File: config.mk
export PLATFORM = sky130hd
export DESIGN_NAME = br_flow_arb_wrr
export DESIGN_NICKNAME = d
export VERILOG_FILES = /design/src/rtl/br_flow_arb_wrr.sv
export SDC_FILE = /design/constraint.sdc
export NUM_CORES = 1
export LEC_CHECK = 0
export CAP_MARGIN = 20
export CELL_PAD_IN_SITES_DETAIL_PLACEMENT = 1
export CELL_PAD_IN_SITES_GLOBAL_PLACEMENT = 2
export CORE_ASPECT_RATIO = 1.2
export CORE_MARGIN = 1
export CORE_UTILIZATION = 25
export DETAILED_ROUTE_END_ITERATION = 7
export PLACE_DENSITY_LB_ADDON = 0.1
export SLEW_MARGIN = 25
export SYNTH_ARGS = -nofsm -noshare
export SYNTH_HDL_FRONTEND = slang
export SYNTH_SLANG_ARGS = --single-unit
File: constraint.sdc
create_clock -name clk -period 2.9 [get_ports clk]
set_clock_uncertainty 0.15 [all_clocks]
set_input_delay 0.435 -clock clk [delete_from_list [all_inputs] [get_ports clk]]
set_output_delay 0.435 -clock clk [all_outputs]
set_load 0.01 [all_outputs]
File: src/rtl/br_flow_arb_wrr.sv
// Weighted round-robin flow arbiter with a one-entry registered output.
// The highest-priority flow (ptr) keeps priority for up to config_weight
// consecutive grants before priority moves past it.
module br_flow_arb_wrr #(
  parameter int unsigned NumFlows                       = 2,
  parameter int unsigned Width                          = 1,
  parameter int unsigned WeightWidth                    = 4,
  parameter bit          EnableAssertPushValidStability = 1,
  parameter bit          EnableAssertFinalNotValid      = 1,
  localparam int unsigned FlowIdWidth = (NumFlows > 2) ? $clog2(NumFlows) : 1
) (
  input  logic                                clk,
  input  logic                                rst,
  input  logic [NumFlows-1:0][WeightWidth-1:0] config_weight,
  output logic [NumFlows-1:0]                 push_ready,
  input  logic [NumFlows-1:0]                 push_valid,
  input  logic [NumFlows-1:0][Width-1:0]      push_data,
  input  logic                                pop_ready,
  output logic                                pop_valid,
  output logic [Width-1:0]                    pop_data,
  output logic [FlowIdWidth-1:0]              pop_flow_id
);

  logic [FlowIdWidth-1:0] ptr;
  logic [WeightWidth-1:0] cnt;

  logic                   can_accept;
  logic                   found;
  logic                   xfer;
  logic [FlowIdWidth:0]   scan_idx;
  logic [FlowIdWidth-1:0] g;
  logic [FlowIdWidth-1:0] g_next;
  logic [WeightWidth-1:0] eff_w;
  logic [WeightWidth:0]   cnt_inc;
  logic [FlowIdWidth-1:0] ptr_next;
  logic [WeightWidth-1:0] cnt_next;

  assign can_accept = !pop_valid || pop_ready;

  // Circular priority scan starting at ptr; first requesting flow wins.
  always_comb begin
    found    = 1'b0;
    g        = ptr;
    scan_idx = '0;
    for (int unsigned k = 0; k < NumFlows; k++) begin
      scan_idx = {1'b0, ptr} + (FlowIdWidth+1)'(k);
      if (scan_idx >= (FlowIdWidth+1)'(NumFlows)) begin
        scan_idx = scan_idx - (FlowIdWidth+1)'(NumFlows);
      end
      if (!found && push_valid[scan_idx[FlowIdWidth-1:0]]) begin
        found = 1'b1;
        g     = scan_idx[FlowIdWidth-1:0];
      end
    end
  end

  assign xfer = found && can_accept && !rst;

  // One-hot grant toward the winner, only when the output slot can take it.
  always_comb begin
    push_ready = '0;
    if (xfer) begin
      push_ready[g] = 1'b1;
    end
  end

  // Burst bookkeeping: a grant outside the current owner restarts the burst
  // at the winner, so the winner's own grant counts as its first.
  always_comb begin
    eff_w    = (config_weight[g] == '0) ? WeightWidth'(1) : config_weight[g];
    cnt_inc  = {1'b0, cnt} + {{WeightWidth{1'b0}}, 1'b1};
    g_next   = (g == FlowIdWidth'(NumFlows - 1)) ? '0 : g + FlowIdWidth'(1);
    ptr_next = ptr;
    cnt_next = cnt;
    if (g == ptr) begin
      if (cnt_inc >= {1'b0, eff_w}) begin
        ptr_next = g_next;
        cnt_next = '0;
      end else begin
        cnt_next = cnt_inc[WeightWidth-1:0];
      end
    end else if (eff_w == WeightWidth'(1)) begin
      ptr_next = g_next;
      cnt_next = '0;
    end else begin
      ptr_next = g;
      cnt_next = WeightWidth'(1);
    end
  end

  // Output register and arbitration state; both advance only on a push transfer.
  always_ff @(posedge clk) begin
    if (rst) begin
      pop_valid   <= 1'b0;
      pop_data    <= '0;
      pop_flow_id <= '0;
      ptr         <= '0;
      cnt         <= '0;
    end else begin
      if (xfer) begin
        pop_valid   <= 1'b1;
        pop_data    <= push_data[g];
        pop_flow_id <= g;
        ptr         <= ptr_next;
        cnt         <= cnt_next;
      end else if (pop_ready) begin
        pop_valid <= 1'b0;
      end
    end
  end

`ifndef SYNTHESIS
  // Integration checks on the environment around the arbiter.
  assert property (@(posedge clk) disable iff (rst) NumFlows >= 2);

  if (EnableAssertPushValidStability) begin : g_push_stable
    for (genvar i = 0; i < NumFlows; i++) begin : g_flow
      assert property (@(posedge clk) disable iff (rst)
        push_valid[i] && !push_ready[i] |=> push_valid[i] && $stable(push_data[i]));
    end
  end

  if (EnableAssertFinalNotValid) begin : g_final_not_valid
    final begin
      if (!rst) begin
        assert (push_valid == '0);
        assert (!pop_valid);
      end
    end
  end
`endif

endmodule

Yosys cells after proc, flatten, opt, wreduce, memory -nomap -nowiden
Cells that the tools add are included.

Bits in registers: 8. Bits in latches: 0. RAM bits: 0. ROM bits: 0. Input bits: 15. Output and inout port bits: 5. Logic and storage cells: 58. Memories kept: 0.

$add $sub $neg: 5. Multipliers: 0. Divide/modulo/power cells: 0. Order comparisons: 7. Equal/unequal tests: 3. Shifts and indexed selects: 0. Muxes and demuxes: 27. Bitwise operators: 0. Reduce and logical (&&, ||, !) cells: 11.

Operators by type and width (number): 1-bit 2-to-1 mux (20); 4-bit 2-to-1 mux (5); 1-bit by 2-bit < comparator with 1-bit output, second input constant (3); 4-bit by 1-bit adder with 5-bit output, second input constant (1); 5-bit by 4-bit greater-or-equal comparator with 1-bit output (1); 4-bit by 1-bit == test with 1-bit output, second input constant (1); 1-bit logical AND (4); 4-bit logical NOT (1); 1-bit logical NOT (3); 1-bit by 1-bit adder with 2-bit output, second input constant (1); 1-bit by 2-bit greater-or-equal comparator with 1-bit output, second input constant (1); 2-bit greater-or-equal comparator, second input constant (1); 2-bit 2-to-1 mux (1); 2-bit by 1-bit inequality test with 1-bit output, second input constant (1); 2-bit AND reduction (1); 2-bit nonzero test (1); 1-bit subtractor, second input constant (2); 1-bit adder, second input constant (1); 1-bit demux with 1-bit select (1); 1-bit == test (1); 1-bit greater-or-equal comparator, second input constant (1); 1-bit logical OR (1).

Depth between registers and ports, before layout
Gate-level depths: netlist (run 1).

Word-level depth: 15. Mapped depth: 10. Depth with buffers taken out: 9.

Least setup slack after synthesis (run 1)
No wires, ideal clock.

Path type: input to register. Start: in push_valid[0]. End: reg cnt[2]. Setup time: 122 ps. Arrival time: 2078 ps. Required time: 2628 ps. Setup slack: 550 ps. Stages: 10. Buffers on the path: 1. Path through: nor2b_1 -> o21a_1 -> buf_6 -> mux2i_1 -> nand3b_1 -> ha_1 -> nor2b_1 -> o21ai_1 -> nor3_1 -> a221o_1.

Longest elaborated chain between the ends: 13. Elaborated cells on any way between the ends: 20. Those cells by class: order compare (1); eq/ne (1); mux (13); reduce/logical (5).

Ends and longest elaborated chain: from (decl) (line 16) `input logic [NumFlows-1:0] push_valid,`; 1-bit 2-to-1 mux (not written as such) (2 in a row) (line 50) `if (!found && push_valid[scan_idx[FlowIdWidth-1:0]]) begin`; 1-bit 2-to-1 mux (line 50); 1-bit logical NOT (line 50); 1-bit logical AND (line 50); 1-bit 2-to-1 mux (line 50); 4-bit 2-to-1 mux (not written as such) (2 in a row) (line 70) `eff_w = (config_weight[g] == '0) ? WeightWidth'(1) : config_weight[g];`; 4-bit logical NOT (line 70); 4-bit 2-to-1 mux (line 70); 5-bit by 4-bit greater-or-equal comparator with 1-bit output (line 76) `if (cnt_inc >= {1'b0, eff_w}) begin`; 4-bit 2-to-1 mux (line 76); 4-bit 2-to-1 mux (line 75) `if (g == ptr) begin`; to (signal assigned) (line 105) `cnt <= cnt_next;`; to (decl) (line 25) `logic [WeightWidth-1:0] cnt;`.

Several ways; a longest one is shown, not always the timed one. The select of a mux whose other input is x is not followed. A chain may end at the register's enable or synchronous reset.

Final worst setup path (run 1)
Start: in push_valid[0]. End: out push_ready[0].

Longest elaborated chain between the ends: 11. Elaborated cells on any way between the ends: 18. Those cells by class: order compare (2); mux (11); reduce/logical (5).

Ends and longest elaborated chain: 1-bit 2-to-1 mux (not written as such) (2 in a row) (line 50); 1-bit 2-to-1 mux (line 50); 1-bit logical NOT (line 50); 1-bit logical AND (line 50); 1-bit 2-to-1 mux (line 50); 1-bit by 2-bit < comparator with 1-bit output (not written as such) / 1-bit greater-or-equal comparator (equally long branches) (line 63) `push_ready[g] = 1'b1;`; 1-bit logical AND (not written as such) (line 63); 1-bit 2-to-1 mux (not written as such) (line 63); 1-bit demux with 1-bit select (line 63); 2-bit 2-to-1 mux (*) (line 62) `if (xfer) begin`; to (decl) (line 15) `output logic [NumFlows-1:0] push_ready,`.

Every way passes the cells marked *; elsewhere a longest branch is shown, timed or not. The select of a mux whose other input is x is not followed.

==> flow_summary_export.csv, run 1 <==
group,metric,value,unit
final_layout,post-route-util,0.402,
final_layout,drive_above_1_share,0.165,
yosys,netlist_instances,75,
worst_hold_path,whs_path_depth,2,
routing,first_pass_iters,2,
pwr,irDropWorstVdd,0.246,mV
floorplanning,die_y,57.2,µm
pwr,power_frac_comb,0.489,
worst_setup_path,worstPathRequired,2320,ps
final_layout,final_nets,125,
routing,drc,0,
routing,via_per_inst,4.99,
timing,fin_crit_sh,0.952,
timing,tightest_slew,332,ps
timing,setup_viol,0,
run_status,status,"complete, no violations",
yosys,synth_area_leaders,"dfxtp_1, ha_1, mux2i_1",
global_routing,grt_pass1_wl,2.93,mm
routing,wl_per_cell,13.2,µm
yosys,synth_top_area_share,0.252,
worst_setup_path,reg2regPathDepth,10,
pwr,p_per_area,483,nW/µm²
timing,fmax,362,MHz
pwr,power.leakage,0.396,nW
global_routing,grt_max_degree,11,
floorplanning,pin_count,20,
worst_hold_path,hp-class,"reg -> reg",
yosys,synthTopCellsByCount,"dfxtp_1, nor2_1, mux2i_1",
global_routing,overflow,0,
yosys,synth-seq-area-share,0.252,
cts,clk_latency,250,ps
timing,fin_crit,2760,ps
yosys,yosysTopAreaCell,"dfxtp_1",
timing,fin_setup_tns,0,ps
yosys,synth_cell_types,34,
yosys,post-synth-top-count-cell,"dfxtp_1",
placed_design,dp_hpwl,1.48,mm
pwr,p_int,0.298,mW
worst_setup_path,cp_max_fo,5,
yosys,synth_edf_count,0,
cts,numCtsBuffers,3,
floorplanning,core,2350,µm²
yosys,async_flop_share,0,
global_routing,grt_pass1_vias,672,
floorplanning,start_util,0.270,
worst_setup_path,worst_setup_path_start_kind,"primary input",
worst_setup_path,critPathKind,"in -> out",
pwr,switching_power,0.158,mW
worst_setup_path,critPathArrivalTime,2180,ps
timing,maxSlewViolCount,0,
cts,cts_tree,"yes",
worst_setup_path,end_kind,"output port",
yosys,syn_avg_cell_area,8.46,µm²
cts,clock-sinks,8,
global_routing,grtUsageTotal,0.147,
floorplanning,dieArea,2740,µm²
yosys,synth-main-ff-cell,"dfxtp_1",
cts,cts_setup_buffers,0,
yosys,ys_ff_latch,8,
routing,ant_nets,0,
placed_design,globalplace.congestion,0.706,
pwr,pwr-share-seq,0.325,
cts,clk_pin_slew,60,ps
yosys,yosysWarnings,0,
final_layout,diodes,0,
timing,rsz0062_at_grt,"no",
yosys,synth_nets,95,
cts,cts_buffer_depth,2,
yosys,syn_area,634,µm²
pwr,switching_share,0.347,
routing,num_vias,668,
floorplanning,die_w,48.0,µm
routing,first_iter_violations,4,
timing,slew_headroom,0.777,
cts,cts_htree_levels,1,
pwr,clockPowerShare,0.186,
placed_design,io_buffers,19,
routing,totalWireLength,1.77,mm
run,max_cap_violations,0,
final_layout,syn_to_final_growth,49.1,%
timing,hold_violations,0,
global_routing,antenna_found_initial,0,
floorplanning,rows,19,
cts,root_buffer,"clkbuf_4",
[state kept, by name, summed over array words and instances (netlist names)]
register and cells:
cnt 4, pop_flow_id 1, ptr 1, pop_valid 1
pop_data 1
[logic make-up (layout without fill, tap and decap cells)]
group / after synthesis / count (layout) / synth area share
buf+inv: 7 / 35 / 0.0572
mux: 6 / 6 / 0.0947
compound gates: 16 / 16 / 0.203
simple gates: 32 / 32 / 0.280
fa+ha+maj: 5 / 5 / 0.0986
xor+xnor: 1 / 1 / 0.0138
flops: 8 / 8 / 0.252
[through the flow]
| stage | total power, mW | setup WS [ps] | std cells | area (µm²) | hold slack [ps] |
|---|---|---|---|---|---|
| after detailed placement | 0.376 | -62.4 | 131 | 922 | 342 |
| final | 0.457 | 139 | 134 | 946 | 353 |
| after CTS | 0.464 | 57.8 | 134 | 945 | 356 |
| after floorplan | 0.283 | 550 | 75 | 634 | 322 |
| after global routing | 0.497 | 63.5 | 134 | 946 | 398 |
| after global placement | 0.371 | -17.7 | 131 | 922 | 332 |
[cells in the final DEF, fill, tap and decap left out, drive strengths merged, types with 2 or more instances in the layout]
cell type and count:
nor4 2, inv 4, mux2i 6, o21ai 3
nand2b 3, nand3 2, or3 2, nand3b 2
nor3 5, nor2b 4, a21oi 2, buf 9
dfxtp 8, clkdlybuf4s50 19, o32ai 2, ha 5
nor2 7, nand2 2, clkbuf 3
[routing by layer]
layer,GRT usage,part of all wire,vias up
met1,0.195,0.48,316
met2,0.236,0.50,15
met4,0.0595,0.0091,0
met5,0,0,-
met3,0.0127,0.019,2
li1,-,-,335
[worst max-delay path, cell delays in order]
cell and delay (ps):
clkdlybuf4s50_1 490, nor2b_1 180, o21a_2 210, buf_4 160
and2_1 160, clkdlybuf4s50_1 550
[worst paths after layout]
kind	startpoint	end	slack [ps]
worst max-delay path	push_valid[0]	push_ready[0]	140
worst min-delay path	pop_flow_id	pop_flow_id	350
worst max register to register	ptr	cnt[0]	560
worst min register to register	pop_flow_id	pop_flow_id	350
[layout make-up]
cell class                      count  area, µm²
Fill cell                         280       1410
Multi-Input combinational cell     60        439
Timing Repair Buffer               28        270
Sequential cell                     8        160
Tap cell                           31       38.8
Clock buffer                        3       22.5
Inverter                            4       15.0
[power by group through the flow]
stage / registers, mW / clock network [mW] / logic (mW)
floorplan: 0.146 / 0 / 0.136
global placement: 0.151 / 0 / 0.220
detailed placement: 0.151 / 0 / 0.225
CTS: 0.149 / 0.0893 / 0.226
global route: 0.151 / 0.0967 / 0.249
finish: 0.148 / 0.0851 / 0.223
[what timing repair did]
item / CTS / global route
endpoints found under the setup margin: 0 / 1
hold buffers: 0 / 0
gates resized for setup: 0 / 1
Power figures use the tool's default switching activity.
==> run 2: changes to the inputs <==
Settings changed: CORE_MARGIN 1 to not set.
==> results of run 2 <==
Final layout, timing and power as in run 1 (identical DEF).
==> run 3: changes to the inputs <==
Settings changed: SLEW_MARGIN 25 to 10.
==> results of run 3 <==
Final layout, timing and power as in run 1 (identical DEF).
